==> src/rtl/muldiv_seq.sv <==
// Iterative multiply/divide unit: shift-add multiply and restoring divide,
// one iteration per clock, with HI/LO result registers and MTHI/MTLO writes.
module muldiv_seq #(
  parameter int unsigned WIDTH = 32
) (
  input  logic             clk,
  input  logic             reset,
  input  logic             start,
  input  logic [1:0]       op,
  input  logic [WIDTH-1:0] A,
  input  logic [WIDTH-1:0] B,
  input  logic             wr_hi,
  input  logic             wr_lo,
  input  logic [WIDTH-1:0] wr_data,
  output logic             busy,
  output logic             done,
  output logic [WIDTH-1:0] HI,
  output logic [WIDTH-1:0] LO
);

  localparam int unsigned W2   = 2 * WIDTH;
  localparam int unsigned CW   = (WIDTH > 1) ? $clog2(WIDTH) : 1;
  localparam logic [CW-1:0] LAST = CW'(WIDTH - 1);

  typedef enum logic [1:0] {
    S_IDLE = 2'd0,
    S_CALC = 2'd1,
    S_FIX  = 2'd2
  } state_t;

  state_t           state_q, state_d;
  logic [CW-1:0]    cnt_q, cnt_d;
  logic             is_div_q, is_div_d;
  logic             neg_lo_q, neg_lo_d;   // negate product / quotient
  logic             neg_hi_q, neg_hi_d;   // negate remainder (sign of dividend)
  logic             bzero_q, bzero_d;
  logic [WIDTH-1:0] a_raw_q, a_raw_d;
  logic [WIDTH-1:0] b_mag_q, b_mag_d;     // multiplicand / divisor magnitude
  logic [WIDTH-1:0] acc_q, acc_d;         // product high half / partial remainder
  logic [WIDTH-1:0] work_q, work_d;       // multiplier shifting out / quotient shifting in
  logic             busy_q, busy_d;
  logic             done_q, done_d;
  logic [WIDTH-1:0] hi_q, hi_d;
  logic [WIDTH-1:0] lo_q, lo_d;

  // Operand magnitudes; signs only matter for the signed ops (op[0]=1)
  logic             a_neg, b_neg;
  logic [WIDTH-1:0] a_mag, b_mag;
  assign a_neg = op[0] & A[WIDTH-1];
  assign b_neg = op[0] & B[WIDTH-1];
  assign a_mag = a_neg ? WIDTH'(~A + WIDTH'(1)) : A;
  assign b_mag = b_neg ? WIDTH'(~B + WIDTH'(1)) : B;

  // One shift-add multiply step: conditional add, then shift {acc,work} right
  logic [WIDTH:0] msum;
  assign msum = {1'b0, acc_q} + (work_q[0] ? {1'b0, b_mag_q} : {(WIDTH+1){1'b0}});

  // One restoring divide step: trial subtract of the shifted partial remainder
  logic [WIDTH:0] trial;
  assign trial = {acc_q, work_q[WIDTH-1]} - {1'b0, b_mag_q};

  // Final sign correction of the raw magnitudes
  logic [W2-1:0]    prod_raw, prod_fix;
  logic [WIDTH-1:0] quo_fix, rem_fix;
  assign prod_raw = {acc_q, work_q};
  assign prod_fix = neg_lo_q ? W2'(~prod_raw + W2'(1)) : prod_raw;
  assign quo_fix  = neg_lo_q ? WIDTH'(~work_q + WIDTH'(1)) : work_q;
  assign rem_fix  = neg_hi_q ? WIDTH'(~acc_q + WIDTH'(1)) : acc_q;

  // State and datapath registers; reset discards any op in flight
  always_ff @(posedge clk) begin
    if (reset) begin
      state_q  <= S_IDLE;
      cnt_q    <= '0;
      is_div_q <= 1'b0;
      neg_lo_q <= 1'b0;
      neg_hi_q <= 1'b0;
      bzero_q  <= 1'b0;
      a_raw_q  <= '0;
      b_mag_q  <= '0;
      acc_q    <= '0;
      work_q   <= '0;
      busy_q   <= 1'b0;
      done_q   <= 1'b0;
      hi_q     <= '0;
      lo_q     <= '0;
    end else begin
      state_q  <= state_d;
      cnt_q    <= cnt_d;
      is_div_q <= is_div_d;
      neg_lo_q <= neg_lo_d;
      neg_hi_q <= neg_hi_d;
      bzero_q  <= bzero_d;
      a_raw_q  <= a_raw_d;
      b_mag_q  <= b_mag_d;
      acc_q    <= acc_d;
      work_q   <= work_d;
      busy_q   <= busy_d;
      done_q   <= done_d;
      hi_q     <= hi_d;
      lo_q     <= lo_d;
    end
  end

  // Next-state, iteration datapath and HI/LO update
  always_comb begin
    state_d  = state_q;
    cnt_d    = cnt_q;
    is_div_d = is_div_q;
    neg_lo_d = neg_lo_q;
    neg_hi_d = neg_hi_q;
    bzero_d  = bzero_q;
    a_raw_d  = a_raw_q;
    b_mag_d  = b_mag_q;
    acc_d    = acc_q;
    work_d   = work_q;
    busy_d   = busy_q;
    done_d   = 1'b0;
    hi_d     = hi_q;
    lo_d     = lo_q;

    unique case (state_q)
      S_IDLE: begin
        // MTHI/MTLO; a start in the same cycle is overwritten later at FIX
        if (wr_hi) hi_d = wr_data;
        if (wr_lo) lo_d = wr_data;
        if (start) begin
          state_d  = S_CALC;
          busy_d   = 1'b1;
          cnt_d    = '0;
          is_div_d = op[1];
          neg_lo_d = a_neg ^ b_neg;
          neg_hi_d = a_neg;
          bzero_d  = (B == '0);
          a_raw_d  = A;
          b_mag_d  = b_mag;
          acc_d    = '0;
          work_d   = a_mag;
        end
      end

      S_CALC: begin
        if (is_div_q) begin
          if (!trial[WIDTH]) begin
            acc_d  = trial[WIDTH-1:0];
            work_d = {work_q[WIDTH-2:0], 1'b1};
          end else begin
            acc_d  = {acc_q[WIDTH-2:0], work_q[WIDTH-1]};
            work_d = {work_q[WIDTH-2:0], 1'b0};
          end
        end else begin
          acc_d  = msum[WIDTH:1];
          work_d = {msum[0], work_q[WIDTH-1:1]};
        end
        cnt_d = cnt_q + CW'(1);
        if (cnt_q == LAST) begin
          state_d = S_FIX;
          cnt_d   = '0;
        end
      end

      S_FIX: begin
        if (is_div_q) begin
          if (bzero_q) begin
            hi_d = a_raw_q;
            lo_d = '1;
          end else begin
            hi_d = rem_fix;
            lo_d = quo_fix;
          end
        end else begin
          hi_d = prod_fix[W2-1:WIDTH];
          lo_d = prod_fix[WIDTH-1:0];
        end
        done_d  = 1'b1;
        busy_d  = 1'b0;
        state_d = S_IDLE;
      end

      default: begin
        state_d = S_IDLE;
        busy_d  = 1'b0;
      end
    endcase
  end

  assign busy = busy_q;
  assign done = done_q;
  assign HI   = hi_q;
  assign LO   = lo_q;

endmodule

==> config.mk <==
export PLATFORM = sky130hd
export DESIGN_NAME = muldiv_seq
export DESIGN_NICKNAME = d
export VERILOG_FILES = /design/src/rtl/muldiv_seq.sv
export SDC_FILE = /design/constraint.sdc
export NUM_CORES = 1
export LEC_CHECK = 0
export CORE_ASPECT_RATIO = 1.2
export CORE_MARGIN = 2
export CORE_UTILIZATION = 63
export CTS_CLUSTER_DIAMETER = 150
export DETAILED_ROUTE_END_ITERATION = 6
export PLACE_DENSITY = 0.95
export SLEW_MARGIN = 20
export SYNTH_ARGS = -nofsm -noshare
export SYNTH_HDL_FRONTEND = slang
export SYNTH_SLANG_ARGS = --single-unit
==> constraint.sdc <==
create_clock -name clk -period 6.95 [get_ports clk]
set_clock_uncertainty 0.05 [all_clocks]
set_input_delay 1.39 -clock clk [delete_from_list [all_inputs] [get_ports clk]]
set_output_delay 1.39 -clock clk [all_outputs]
set_load 0.1 [all_outputs]
Yosys cells after proc, flatten, opt, wreduce, memory -nomap -nowiden
Index checks and enable logic that the tools add are counted.
Operators by class
  add/sub/neg operators: 8
  multipliers: 0
  div/mod/pow operators: 0
  $lt $le $gt $ge: 0
  equal/unequal tests: 7
  shifts and indexed selects: 0
  mux-type cells: 31
  bitwise operators: 9
  reduce and logical (&&, ||, !) cells: 10
Operator list (number)
  two-way mux 32 bit: 16
  case mux 32 bit (2 select lines): 4
  adder 32 x 1 -> 32 bit, second input constant: 4
  inverter 32 bit: 4
  adder 64 x 1 -> 64 bit, second input constant: 1
  two-way mux 64 bit: 1
  inverter 64 bit: 1
  adder 32 x 32 -> 33 bit: 1
  subtractor 33 x 32 -> 33 bit: 1
  zero test 32 bit: 1
  AND reduction 2 bit: 6
  two-way mux 5 bit: 2
  case mux 5 bit (2 select lines): 1
  inequality test 2 bit, second input constant: 4
  adder 5 x 1 -> 5 bit, second input constant: 1
  equality test 5 bit, second input constant: 1
  two-way mux 2 bit: 2
  case mux 2 bit (2 select lines): 1
  nonzero test 2 bit: 2
  two-way mux 1 bit: 3
  bitwise AND 1 bit: 2
  equality test 2 x 1 -> 1 bit, second input constant: 1
  equality test 2 bit, second input constant: 1
  zero test 2 bit: 1
  3 further kinds: 3
Word-level totals
  register bits after elaboration: 205
  latch bits: 0
  memory bits (writable): 0
  memory bits (read-only): 0
  bits of input ports: 103
  output and inout bits: 66
  word-level logic and storage cells: 79
  memories: 0

Longest topological paths before layout
Gate-level depths: netlist of the first run.
  depth after elaboration: 6
  gate-level depth with buffers: 15
  mapped depth without buffers: 15

Worst setup path after synthesis of the first run
No wires, ideal clock.
  path type: input -> register
  from: input A[9]
  to: register work_q[31]
  library setup time: 0.114 ns
  arrival time: 3.739 ns
  data required time: 6.786 ns
  setup slack: 3.046 ns
  stages on the path: 10
  buffers on the path: 0
  cells stage by stage: or4_1 -> nor4_1 -> nand2b_1 -> nor4_1 -> nand2b_1 -> nor3_1 -> nand2_1 -> o41ai_1 -> a21oi_1 -> a2111oi_0
Between the ends
  word-level cells in the longest chain between the ends: 5
RTL lines
  start, declared: RTL line 10  | input logic [WIDTH-1:0] A,
  inverter 32 bit: RTL line 51  | assign a_mag = a_neg ? WIDTH'(~A + WIDTH'(1)) : A;
  adder 32 x 1 -> 32 bit: RTL line 51
  two-way mux 32 bit: RTL line 51
  two-way mux 32 bit: RTL line 127  | if (start) begin
  case mux 32 bit (2 select lines): RTL line 122  | unique case (state_q)
  end signal, assigned: RTL line 97  | work_q <= work_d;
  end, declared: RTL line 40  | logic [WIDTH-1:0] work_q, work_d;
Every way passes these cells. The select of a mux whose other input is x is not followed.
A chain may end at the register's enable or synchronous reset.

Worst setup path in the final report of the first run
  from: input A[9]
  to: register work_q[26]
The elaborated chain is that of the path after synthesis.

==> metrics.cfg, run 1 <==
[route]
vias_per_cell = 6.93
post-route-drc-count = 4
routedWlPerCell_um = 23.4
wl_mm = 58.4
firstDrtPassIters = 7
num_vias = 17300
ant_nets = 0
drt_iter0_markers = 1647

[timing]
finalMaxSlewViolations = 0
rsz0062_at_grt = false
worst_pin_slew_ns = 1.23
finalCriticalPeriod_ns = 4.59
fin_setup_tns_ns = 0
setup_viol = 0
slew_headroom = 0.174
max_freq_mhz = 218
hold_viol = 0
period_share = 0.661
hold-worst-slack_ns = 0.402

[die]
fp.dieW_um = 147
die-area_um2 = 25900
start_util = 0.645
io_pins = 169
core_area_um2 = 24000
rows = 62
die_height_um = 176

[worst_setup_path]
path_depth = 11
critPathSlowestCell = nor4b_1
path_class = input pin to flip-flop
r2r_cells = 15
worst_ep_arrival_time_ns = 4.93
path_delay_family = simple AND/OR/NAND/NOR gates
end_kind = flip-flop
cpPeakStageDelay_ns = 0.75
path_buf_inv = 1
startpoint = A[9]
cp_max_fo = 6
r2r-start = work_q[31]
cp_cell_sequence = clkdlybuf4s50_1 -> or4_1 -> nor4_1 -> nand2b_1 -> nor4_1 -> nand2b_1 -> nor4b_1 -> nor2_1 -> xor2_1 -> nor2_1 -> a2111oi_0
startpoint_type = input pin
critPathRequiredTime_ns = 7.29

[placement]
postPlaceCellArea_um2 = 17200
place_inst = 2448
globalplace.congestion = 1.04
dpl.hpwl_mm = 41.5
io_buffers = 168

[yosys]
synthAdderAreaFrac = 0.0590
synth-compound-area-share = 0.298
synth.area.mux_share = 0.0430
netlist_area_um2 = 15500
yosys.area.top_type = dfxtp_1
yosys.area_share.simple = 0.195
synth_enable_flop_cells = 0
synth_nets = 2262
synth_top_family_by_area = compound AO/OA/AOI/OAI gates
synthXorXnorAreaFrac = 0.0869
ys_ff_latch = 205
synthCells = 2087
synth_area_leaders = dfxtp_1 (26%), a21oi_1 (7.3%), xnor2_1 (5.7%)
synth-main-ff-cell = dfxtp_1
synth.avg_cell_area_um2 = 7.44
netlist-cell-type-count = 81
synthArstFlopShare = 0
yosysWarnings = 0
synth_top_area_frac = 0.264
seq_area_frac_synth = 0.264

[hold_path]
hold_path_class = flip-flop to flip-flop
min_from = LO[16]
whs_path_depth = 2

[clocking]
cts-resized-gates = 0
post_cts_buffers = 0
clk_latency_ns = 0.53
cts_buffer_depth = 3
cts_sinks = 205
cts_root_buf = clkbuf_16
cts_buffers = 23
cts_hold_buffers = 0
cts_tree = built
htreeDepth = 1
clk_pin_slew_ns = 0.06

[cells_and_area]
num-nets-final = 2328
fin_cells = 2489
finish.utilization = 0.748
syn_to_final_growth_pct = 15.9
drive_above_1_share = 0.0443
fillerInstances = 1805
fin_area_um2 = 18000

[global_route]
grt_max_degree = 107
grt_usage = 0.432
grt_overflow = 0
grt_pass1_vias = 16600
grt_pass1_wl_mm = 89.2
antenna_found_initial = 1

[power]
peakVddDrop_uv = 215
leakage_nw = 6.89
powerDensity_nw_per_um2 = 213

[outcome]
status = finished with violations
violations = DRC

[run]
cap_violations = 0

[cell type report]
class	instances	area [um^2]	area share
clock buffer	28	594	0.0331
antenna	1	2.50	0.000139
multi-input combinational	1663	10600	0.591
timing repair buffer	190	1840	0.103
clock inverter	12	149	0.00828
inverter	70	263	0.0146
tap	320	400	0.0223
sequential	205	4110	0.228
[path summary, 6_finish.rpt]
| path | endpoint | slack (ns) |
|---|---|---|
| setup / recovery | work_q[26] | 2.36 |
| hold / removal | LO[16] | 0.40 |
| setup reg to reg | acc_q[24] | 2.45 |
| hold reg to reg | LO[16] | 0.40 |
[cells by family (layout without fill, tap and decap cells)]
group	count (synthesis)	after routing
other	0	1
DFF	205	205
buffers and inverters	219	300
muxes	66	66
adders and majority gates	72	72
xor gates and xnor gates	154	154
AOI/OAI and AO/OA	715	715
and+or+nand+nor	656	656
[registers in the layout, indices dropped and copies added, names as in the netlist]
name	flops
neg_lo_q	1
work_q	32
busy	1
cnt_q	5
HI	32
b_mag_q	32
LO	32
state_q	2
done	1
is_div_q	1
bzero_q	1
a_raw_q	32
neg_hi_q	1
acc_q	32
[metal layers]
| metal | track usage | share of wire |
|---|---|---|
| met1 | 0.471 | 0.34 |
| met5 | 0 | 0 |
| met3 | 0.0731 | 0.088 |
| met2 | 0.726 | 0.47 |
| met4 | 0.372 | 0.10 |
[synthesized netlist by cell type (5+ instances only)]
cell and count:
ha_1 70, inv_1 68, or4_1 11, a2111oi_0 6, xor2_1 53, o31a_1 6
o22ai_1 8, a22o_1 7, nand3_1 22, o31ai_1 25, a311oi_1 18, a211o_1 5
mux2i_1 61, a21o_1 42, buf_2 7, mux2_2 5, a31oi_1 11, o221ai_1 38
or2_2 5, nand4_1 9, or3_1 28, nor2b_1 12, a211oi_1 85, nand3b_1 8
o21a_1 7, o41ai_1 11, o21bai_1 7, nor4_1 16, nor2_1 203, a22oi_1 16
and2_1 12, nand2_1 234, nand2b_1 16, dfxtp_1 205, o211ai_1 14, a21oi_1 227
a221oi_1 10, buf_1 11, nor3_1 47, xnor2_1 101, o21ai_0 135, clkbuf_1 130
and3_1 12
[cells in the final DEF, fill, tap and decap left out, drive strengths merged, types with 12 or more instances in the layout]
| master | Yosys | routed |
|---|---|---|
| nor2 | 203 | 203 |
| a21o | 43 | 43 |
| mux2i | 61 | 61 |
| and2 | 12 | 12 |
| xnor2 | 101 | 101 |
| or4 | 15 | 15 |
| a311oi | 18 | 18 |
| nand2b | 16 | 16 |
| nand3 | 22 | 22 |
| o31ai | 25 | 25 |
| dfxtp | 205 | 205 |
| buf | 19 | 23 |
| xor2 | 53 | 53 |
| o221ai | 38 | 38 |
| clkdlybuf4s50 | 0 | 167 |
| ha | 70 | 70 |
| o21ai | 137 | 137 |
| and3 | 12 | 12 |
| inv | 69 | 69 |
| nor4 | 18 | 18 |
| or3 | 31 | 31 |
| o211ai | 15 | 15 |
| nand2 | 234 | 234 |
| a211oi | 86 | 86 |
| nor3 | 47 | 47 |
| a21oi | 227 | 227 |
| nor2b | 12 | 12 |
| a22oi | 16 | 16 |
| clkbuf | 130 | 28 |
[power by group]
| group | internal [mW] | leakage, nW | switching, mW |
|---|---|---|---|
| clock network | 0.721 | 0.352 | 0.526 |
| registers | 1.26 | 1.69 | 0.116 |
| logic | 0.422 | 4.85 | 0.789 |
| total | 2.40 | 6.89 | 1.43 |
[worst register-to-register path, delay by kind of cell (launching register included)]
family / cells / cell delay [ns]
buf+inv: 2 / 0.67
xor+xnor: 1 / 0.51
flops: 1 / 0.54
mux: 1 / 0.27
fa+ha+maj: 2 / 0.63
simple gates: 3 / 0.36
compound gates: 6 / 1.36
[per-stage QoR]
stage	power, mW	setup WS [ns]
3_5_place_dp	2.56	1.96
4_1_cts	3.79	2.47
3_3_place_gp	2.53	2.13
2_1_floorplan	2.20	3.05
5_1_grt	3.95	2.06
6_report	3.83	2.36
Power figures use the tool's default switching activity.
==> run 2: changes to the inputs <==
--- a/config.mk
+++ b/config.mk
@@ -7,10 +7,10 @@
 export LEC_CHECK = 0
 export CORE_ASPECT_RATIO = 1.2
 export CORE_MARGIN = 2
-export CORE_UTILIZATION = 63
+export CORE_UTILIZATION = 53
 export CTS_CLUSTER_DIAMETER = 150
 export DETAILED_ROUTE_END_ITERATION = 6
-export PLACE_DENSITY = 0.95
+export PLACE_DENSITY = 0.89
 export SLEW_MARGIN = 20
 export SYNTH_ARGS = -nofsm -noshare
 export SYNTH_HDL_FRONTEND = slang
==> constraint.sdc (replaced) <==
create_clock -name clk -period 4 [get_ports clk]
set_clock_uncertainty 0.05 [all_clocks]
set_input_delay 0.8 -clock clk [delete_from_list [all_inputs] [get_ports clk]]
set_output_delay 0.8 -clock clk [all_outputs]
set_load 0.1 [all_outputs]
==> run 2 against run 1 <==
  * The flow now finishes without violations
  * Sequential power rose by 70%
  * Flip-flop and latch count unchanged
  * Die area increased by 18%
  * Clock power increased by 78%
  * Non-clock buffer count up 80
  * Sequential share of layout area is 0.93 points lower
  * Routed wire length up 1.6%
  * Final cell count grew 5.8%
  * Combinational power up 87%
  * Critical path depth increased by 2
  * Critical path type is now flip-flop to flip-flop
  * Highest routed layer unchanged
==> metrics.cfg, run 2 (synthesis results as in run 1) <==
[placement]
globalplace.congestion = 1.02
dpl.hpwl_mm = 43.5
io_buffers = 168
place_inst = 2593
place_worst_setup_slack_ns = -0.0513

[timing]
hold_viol = 0
layout_setup_ws_ns = 0.234
finalMaxSlewViolations = 0
worst_pin_slew_ns = 1.14
slew_headroom = 0.235
rsz0062_at_grt = false
max_freq_mhz = 266
period_share = 0.942
setup_viol = 0
finalCriticalPeriod_ns = 3.77
fin_setup_tns_ns = 0

[hold_path]
min_from = a_raw_q[9]
hold_path_class = flip-flop to flip-flop

[run]
cap_violations = 0

[power]
total_power_mw = 6.82
swShare = 0.374
p_int_mw = 4.27
p_clk_frac = 0.327
pwr-share-seq = 0.342
leakage_nw = 7.34
powerDensity_nw_per_um2 = 364
p_sw_mw = 2.55
peakVddDrop_uv = 358
p_comb_frac = 0.331

[worst_setup_path]
startpoint_type = flip-flop
cp_max_fo = 7
critPathRequiredTime_ns = 4.41
path_class = flip-flop to flip-flop
cp_cell_sequence = buf_4 -> or4_1 -> nor4_4 -> nand3_1 -> or3_1 -> or2_1 -> o21ai_0 -> xnor2_1 -> o21ai_0 -> buf_4 -> a211oi_1 -> a21oi_1 -> nor2_1
worst_ep_arrival_time_ns = 4.18
startpoint = work_q[0]
r2r-start = work_q[0]
critPathSlowestCell = or4_1
end_kind = flip-flop
cpPeakStageDelay_ns = 0.70

[die]
start_util = 0.540
core_area_um2 = 28800
die-area_um2 = 30700
fp.dieW_um = 160
die_height_um = 191
rows = 68
io_pins = 169

[global_route]
antenna_found_initial = 0
grt_max_degree = 97
grt_pass1_wl_mm = 89.6
grt_pass1_vias = 16700
grt_usage = 0.370
grt_overflow = 0

[route]
ant_nets = 0
drt_iter0_markers = 1854
num_vias = 17400
post-route-drc-count = 0
wl_mm = 59.3
firstDrtPassIters = 7
routedWlPerCell_um = 22.5
vias_per_cell = 6.60

[clocking]
htreeDepth = 1
cts_sinks = 205
clk_pin_slew_ns = 0.07
cts_buffers = 23
post_cts_buffers = 0
cts_root_buf = clkbuf_16
cts_buffer_depth = 3
cts_tree = built
cts_hold_buffers = 0
clk_latency_ns = 0.53

[cells_and_area]
syn_to_final_growth_pct = 20.8
drive_above_1_share = 0.0801
fin_cells = 2633
final_cell_mix = nand2_1 (234), a21oi_1 (227), dfxtp_1 (204), nor2_1 (201), clkdlybuf4s50_1 (167)
final_common_cell = nand2_1
num-nets-final = 2408

[outcome]
status = finished clean

## run 2: changes by cell type in the layout (fill, tap and decap cells not counted)
| cell | before | now |
|---|---|---|
| nor4_2 | 1 | 0 |
| inv_8 | 0 | 1 |
| inv_6 | 0 | 2 |
| nor4_4 | 1 | 2 |
| buf_4 | 23 | 99 |
| clkinvlp_4 | 4 | 1 |
| clkbuf_1 | 5 | 0 |
| clkbuf_8 | 0 | 5 |
| bufinv_16 | 3 | 2 |
| buf_12 | 0 | 4 |
## run 2: critical path, delay by kind of cell (launching register included)
family          cells  cell delay, ns
simple gates        6            2.01
compound gates      4            0.66
buf+inv             2            0.43
flops               1            0.39
xor+xnor            1            0.16
## run 2: stage by stage
step | util | hold WS (ns) | instance area [um^2]
finish | 0.652 | 0.407 | 18700
global route | 0.652 | 0.426 | 18700
CTS | 0.652 | 0.405 | 18700
detailed placement | 0.625 | 0.397 | 18000
global placement | 0.625 | 0.389 | 18000
floorplan | - | 0.382 | 15500
## run 2: power by group through the flow
stage	sequential [mW]	clock, mW	combinational, mW
after floorplan	2.63	0	1.18
after global placement	2.36	0	2.14
after detailed placement	2.37	0	2.18
after CTS	2.32	2.23	2.20
after global routing	2.34	2.31	2.39
final	2.33	2.23	2.26
## run 2: cell type report
class | count | area (um^2)
multi-input combinational | 1663 | 10600
fill | 2509 | 10000
sequential | 205 | 4110
timing repair buffer | 270 | 2490
clock buffer | 28 | 644
tap | 385 | 482
inverter | 70 | 263
clock inverter | 11 | 125
antenna | 1 | 2.50
## run 2: path summary, 6_finish.rpt
path,end,depth (start not counted),slack [ns]
hold reg to reg,a_raw_q[9],2,0.41
hold / removal,a_raw_q[9],2,0.41
setup reg to reg,HI[5],13,0.23
setup / recovery,HI[5],13,0.23
## run 2: repair_timing
| item | in CTS | in global routing |
|---|---|---|
| gates resized for setup | 0 | 1 |
| endpoints found under the hold margin | 0 | 0 |
| endpoints found under the setup margin | 0 | 1 |
## run 2: per-layer routing
layer  global-route usage  vias to the layer above  routed length (um)
met2                0.625                     1054               27200
met4                0.342                        0                6460
li1                     -                     7907                   -
met1                0.399                     8063               20400
met5                    0                        -                   0
met3               0.0588                      353                5280
